### config.mk
export PLATFORM = sky130hd
export DESIGN_NAME = reg_cmd_seq_flat
export DESIGN_NICKNAME = d
export VERILOG_FILES = /design/src/rtl/reg_cmd_pkg.sv /design/src/rtl/reg_cmd_seq_if.sv /design/src/rtl/reg_cmd_seq.sv /design/src/flat_wrapper.sv
export SDC_FILE = /design/constraint.sdc
export NUM_CORES = 1
export LEC_CHECK = 0
export ABC_AREA = 1
export CAP_MARGIN = 20
export CORE_MARGIN = 2
export CORE_UTILIZATION = 46
export CTS_BUF_LIST = sky130_fd_sc_hd__clkbuf_4
export DETAILED_ROUTE_END_ITERATION = 8
export HOLD_SLACK_MARGIN = 0.12
export PLACE_DENSITY = 0.76
export SKIP_CTS_REPAIR_TIMING = 1
export SYNTH_ARGS = -nofsm -noshare
export SYNTH_HDL_FRONTEND = slang
export SYNTH_SLANG_ARGS = --single-unit
### constraint.sdc
create_clock -name clk -period 1.3 [get_ports clk]
set_input_delay 0.195 -clock clk [delete_from_list [all_inputs] [get_ports clk]]
set_output_delay 0.195 -clock clk [all_outputs]
set_load 0.05 [all_outputs]
### src/rtl/reg_cmd_pkg.sv
// Shared opcode/state encodings and widths for the register command sequencer.
package reg_cmd_pkg;

    localparam int unsigned OP_W   = 2;
    localparam int unsigned DATA_W = 4;
    localparam int unsigned CNT_W  = 4;

    typedef enum logic [OP_W-1:0] {
        OP_NOP   = 2'b00,
        OP_LOAD  = 2'b01,
        OP_INC_N = 2'b10,
        OP_CLEAR = 2'b11
    } cmd_op_e;

    typedef enum logic [1:0] {
        ST_IDLE = 2'b00,
        ST_LOAD = 2'b01,
        ST_INC  = 2'b10,
        ST_DONE = 2'b11
    } state_e;

    typedef struct packed {
        cmd_op_e             op;
        logic [DATA_W-1:0]   data;
    } cmd_t;

endpackage

### src/rtl/reg_cmd_seq_if.sv
// Command handshake plus downstream register strobes of the sequencer.
interface reg_cmd_seq_if;
    import reg_cmd_pkg::*;

    logic              cmd_valid;
    logic              cmd_ready;
    logic [OP_W-1:0]   cmd_op;
    logic [DATA_W-1:0] cmd_data;
    logic              ld;
    logic              inc;
    logic [DATA_W-1:0] in;
    logic              done;

    modport master (
        output cmd_valid, cmd_op, cmd_data,
        input  cmd_ready, ld, inc, in, done
    );

    modport slave (
        input  cmd_valid, cmd_op, cmd_data,
        output cmd_ready, ld, inc, in, done
    );

endinterface

### src/rtl/reg_cmd_seq.sv
// Command sequencer: turns LOAD/CLEAR/INC_N/NOP commands into ld/inc strobes
// for a 4-bit register and signals completion with a one-cycle done pulse.
module reg_cmd_seq
    import reg_cmd_pkg::*;
(
    input  logic         clk,
    input  logic         rst_n,
    reg_cmd_seq_if.slave bus
);

    state_e            r_state;
    logic [CNT_W-1:0]  r_cnt;
    logic [DATA_W-1:0] r_in;
    logic              r_ld;
    logic              r_inc;
    logic              r_done;
    logic              r_ready;
    cmd_op_e           w_op;

    assign w_op = cmd_op_e'(bus.cmd_op);

    // Strobe flops are set on the same edge as the state they belong to,
    // so each is exactly a decode of the registered state.
    always_ff @(posedge clk or negedge rst_n) begin
        if (!rst_n) begin
            r_state <= ST_IDLE;
            r_cnt   <= '0;
            r_in    <= '0;
            r_ld    <= 1'b0;
            r_inc   <= 1'b0;
            r_done  <= 1'b0;
            r_ready <= 1'b1;
        end else begin
            r_ld   <= 1'b0;
            r_inc  <= 1'b0;
            r_done <= 1'b0;
            case (r_state)
                ST_IDLE: begin
                    if (bus.cmd_valid) begin
                        r_ready <= 1'b0;
                        case (w_op)
                            OP_LOAD, OP_CLEAR: begin
                                r_state <= ST_LOAD;
                                r_ld    <= 1'b1;
                                r_in    <= (w_op == OP_LOAD) ? bus.cmd_data : '0;
                            end
                            OP_INC_N: begin
                                if (bus.cmd_data != '0) begin
                                    r_state <= ST_INC;
                                    r_cnt   <= CNT_W'(bus.cmd_data);
                                    r_inc   <= 1'b1;
                                end else begin
                                    r_state <= ST_DONE;
                                    r_done  <= 1'b1;
                                end
                            end
                            default: begin
                                r_state <= ST_DONE;
                                r_done  <= 1'b1;
                            end
                        endcase
                    end
                end
                ST_LOAD: begin
                    r_state <= ST_DONE;
                    r_done  <= 1'b1;
                end
                // Exit at 1 so the counter never decrements through 0.
                ST_INC: begin
                    if (r_cnt == CNT_W'(1)) begin
                        r_state <= ST_DONE;
                        r_done  <= 1'b1;
                    end else begin
                        r_cnt <= r_cnt - CNT_W'(1);
                        r_inc <= 1'b1;
                    end
                end
                ST_DONE: begin
                    r_state <= ST_IDLE;
                    r_ready <= 1'b1;
                end
                default: begin
                    r_state <= ST_IDLE;
                    r_ready <= 1'b1;
                end
            endcase
        end
    end

    assign bus.cmd_ready = r_ready;
    assign bus.ld        = r_ld;
    assign bus.inc       = r_inc;
    assign bus.in        = r_in;
    assign bus.done      = r_done;

endmodule

### src/flat_wrapper.sv
// flat-port wrapper written by rule: the top's interface ports become plain ports
module reg_cmd_seq_flat import reg_cmd_pkg::*;
  (clk, rst_n, bus_cmd_valid, bus_cmd_op, bus_cmd_data, bus_cmd_ready, bus_ld, bus_inc, bus_in, bus_done);
  reg_cmd_seq_if bus_i ();
  input  logic clk;
  input  logic rst_n;
  input wire logic [$bits(bus_i.cmd_valid)-1:0] bus_cmd_valid;
  input wire logic [$bits(bus_i.cmd_op)-1:0] bus_cmd_op;
  input wire logic [$bits(bus_i.cmd_data)-1:0] bus_cmd_data;
  output wire logic [$bits(bus_i.cmd_ready)-1:0] bus_cmd_ready;
  output wire logic [$bits(bus_i.ld)-1:0] bus_ld;
  output wire logic [$bits(bus_i.inc)-1:0] bus_inc;
  output wire logic [$bits(bus_i.in)-1:0] bus_in;
  output wire logic [$bits(bus_i.done)-1:0] bus_done;
  assign bus_i.cmd_valid = bus_cmd_valid;
  assign bus_i.cmd_op = bus_cmd_op;
  assign bus_i.cmd_data = bus_cmd_data;
  assign bus_cmd_ready = bus_i.cmd_ready;
  assign bus_ld = bus_i.ld;
  assign bus_inc = bus_i.inc;
  assign bus_in = bus_i.in;
  assign bus_done = bus_i.done;
  reg_cmd_seq u_core (.clk(clk), .rst_n(rst_n), .bus(bus_i));
endmodule
==> results.txt <==
----------------------------------------------------
[STA]
  Setup TNS after final layout ... -0.116 ns
  Share of the cycle needed by the critical path after routing ... 103%
  Final Setup Violations ... 4
  Fin. max-slew vios ... 0
  Setup repair after global routing missed its margin ... true
  Top achievable clock speed ... 747 MHz
  Fin Clk Skew ... 0.00593 ns
  Endpoints failing hold ... 0
  Final hold slack ... 0.134 ns
  Worst Tran Pin Value ... 0.310 ns
  Min cycle time layout ... 1.34 ns
  Headroom to the max-slew limit ... between 70 and 80%
  Setup slack after layout ... -0.0392 ns

[Layout]
  Most common cell after layout, fill and taps aside ... sky130_fd_sc_hd__nand2_1
  Layout-stage area growth over the synthesis result ... 57.6%
  Final #Nets ... 162
  Commonest non-fill, non-tap cells in the layout ... sky130_fd_sc_hd__nand2_1 (33), sky130_fd_sc_hd__buf_4 (16), sky130_fd_sc_hd__dfrtp_1 (13)
  Number of diodes added for antenna fixing ... 0
  Fraction of final layout cells with drive strength greater than 1 ... between 30% and 40%

[Clock network]
  Clk slew on worst S/H paths ... 0.09 ns
  Max Buffers Root-to-Sink ... 2
  Clock tree from TritonCTS ... done
  Number of clock sinks seen by CTS ... 14
  Num CTS Buffers ... 3
  Clock insertion delay at the later pin of the skew report ... 0.29 ns
  Library cell used as clock root buffer ... sky130_fd_sc_hd__clkbuf_4
  Total number of H-tree levels ... 1

[GRT]
  Global-route wire length before repair ... 2990 um
  Largest net degree at the start of global routing ... 10
  Number of global-route vias before repair ... 744
  Overflow after GRT ... 0
  Initial antenna violation count ... 0
  Total track usage ... 20.2%

[Run]
  # Max-Cap Violations ... 0

[Die]
  Number of standard-cell rows in the floorplan ... 15
  Top-level port count ... 17
  Chip width ... 46.0 um
  Initial Utilization ... 48.1%
  Die Outline Area ... 0.00212 sq mm
  Die outline height ... 46.0 um
  Placeable core area ... 0.00169 sq mm

[Worst setup path]
  Data arrival, critical path ... 1.52 ns
  Largest driver fanout on the critical path ... 6
  Delay of the slowest critical-path stage ... 0.41 ns
  Endpoint required time on the critical path ... ~1.5 ns
  Most used cell along the critical path ... sky130_fd_sc_hd__nand2_1
  Crit-path cells ... buf_4 > ha_4 > nand3_1 > nand2_2 > inv_2 > nand2_4 > nand2_1 > nand2_1
  Kind of start point of the critical path ... register
  Worst Setup End Kind ... register
  Crit Path Class ... reg2reg
  Slowest stage cell, crit path ... sky130_fd_sc_hd__dfrtp_1

[Placement]
  Count of buffers inserted at the top-level ports ... 16
  Worst slack, placed ... -0.107 ns
  GPL Wtd Cong ... 0.877
  DP Wirelength ... 1510 um

[Power]
  Clock network fraction of design power ... 8.2%
  Sequential group share of total power ... 25.3%
  Proportion of power drawn by combinational gates ... 66.5%
  Switching part of the total power ... approximately 47%
  Worst voltage drop across the vdd grid ... 1.59 mV
  Static Leak ... around 0.00065 uW
  Power density cells ... between 2000 and 3000 mW/mm^2
  Power spent charging and discharging nets ... 1540 uW
  Power Internal ... 1730 uW

[Yosys]
  Number of nets produced by synthesis ... between 100 and 150
  Top cell type by total area after synthesis ... sky130_fd_sc_hd__dfrtp_1
  Post-synthesis sequential area ratio ... 43.3%
  FF+latch count, synth ... 14
  Number of unique standard cell types used by synthesis ... 13
  Cells after synthesis ... 109
  Cell types with the largest area share after synthesis ... sky130_fd_sc_hd__dfrtp_1 (40%), sky130_fd_sc_hd__nand2_1 (18%), sky130_fd_sc_hd__ha_1 (11%)
  Number of warnings reported in the yosys synthesis log ... 0
  Netlist area before placement ... 812 sq um
  Avg Synthesized Cell Area ... around 7.4 sq um
  Fraction of synthesized cell area taken by the top area cell type ... 40.1%

[Outcome]
  Status ... finished, violations left
  Violated checks ... negative setup slack

[Detailed routing]
  First-pass iteration count of the detailed router ... 4
  Vias per cell ... 5.21
  Initial DRC count ... 15
  Total detailed-routing wirelength ... 1990 um
  Post-route DRC violation count ... 0
  Vias post-DR ... between 800 and 900
  Drt wl/cell ... 12.3 um
  Antenna-violating nets left ... 0

[Hold path]
  Worst min-delay path category ... in2async

----------------------------------------------------
==> cells by family after synthesis <==
family / share of synthesized area [%]
and+or+nand+nor: 31.0
AOI/OAI and AO/OA: 9.40
DFF: 43.3
buffers and inverters: 5.55
adders and majority gates: 10.8
==> metrics by stage <==
step	power [uW]	util [%]	area, sq um	instances
6_report	3270	75.8	1280	162
5_1_grt	3520	75.8	1280	162
4_1_cts	3030	71.9	1210	161
3_5_place_dp	2760	70.4	1190	157
3_3_place_gp	2710	70.4	1190	157
2_1_floorplan	1910	-	815	109
==> per-layer routing <==
| metal | GRT usage, % | wire [um] | up-vias |
|---|---|---|---|
| li1 | - | - | 421 |
| met1 | 23.6 | 870 | 396 |
| met2 | 34.4 | 985 | 20 |
| met3 | 2.78 | 70 | 7 |
| met4 | 12.0 | 60 | 0 |
| met5 | 0 | 0 | - |
==> cells in the mapped netlist, drive strengths merged <==
cell type,instances
dfrtp,13
ha,7
nor2,12
nand2,39
inv,12
o21ai,12
a31oi,1
a21oi,2
dfstp,1
nand3,10
==> power by group through the flow <==
stage	sequential (uW)	clock, uW	combinational [uW]
final	828	268	2180
after CTS	823	267	1940
after floorplan	1110	0	797
after detailed placement	831	0	1930
after global placement	822	0	1890
after global routing	851	274	2400
==> cell type report <==
cell class                      instances  area, sq um
Clock buffer                            3         22.5
Timing Repair Buffer                   32          360
Sequential cell                        14          352
Fill cell                             118          409
Clock inverter                          1         3.75
Multi-Input combinational cell         83          473
Tap cell                               17         21.3
Inverter                               12         47.5
==> worst max-delay path, delay by kind of cell (launching register included) <==
kind / cells / cell delay [ns]
and+or+nand+nor: 5 / 0.39
buffers and inverters: 2 / 0.24
DFF: 1 / 0.41
adders and majority gates: 1 / 0.18
==> flip-flops by register name, indices dropped and copies added, names as in the netlist <==
name / cells
u_core.r_cnt: 4
u_core.bus.ld: 1
u_core.bus.done: 1
u_core.bus.cmd_ready: 1
u_core.r_state: 2
u_core.bus.inc: 1
u_core.bus.in: 4
==> final timing paths <==
check                                startpoint                    to  slack (ns)  cells after the start
max                           u_core.r_state[1]       u_core.r_cnt[3]       -0.04                      8
min                                       rst_n      u_core.bus.in[3]        0.13                      1
max reg2reg                   u_core.r_state[1]       u_core.r_cnt[3]       -0.04                      8
min reg2reg                u_core.bus.cmd_ready  u_core.bus.cmd_ready        0.50                      2
max in group asynchronous                 rst_n       u_core.r_cnt[1]        0.74                      2
min in group clk           u_core.bus.cmd_ready  u_core.bus.cmd_ready        0.50                      2
No activity file was read; power rests on OpenSTA's default activity.
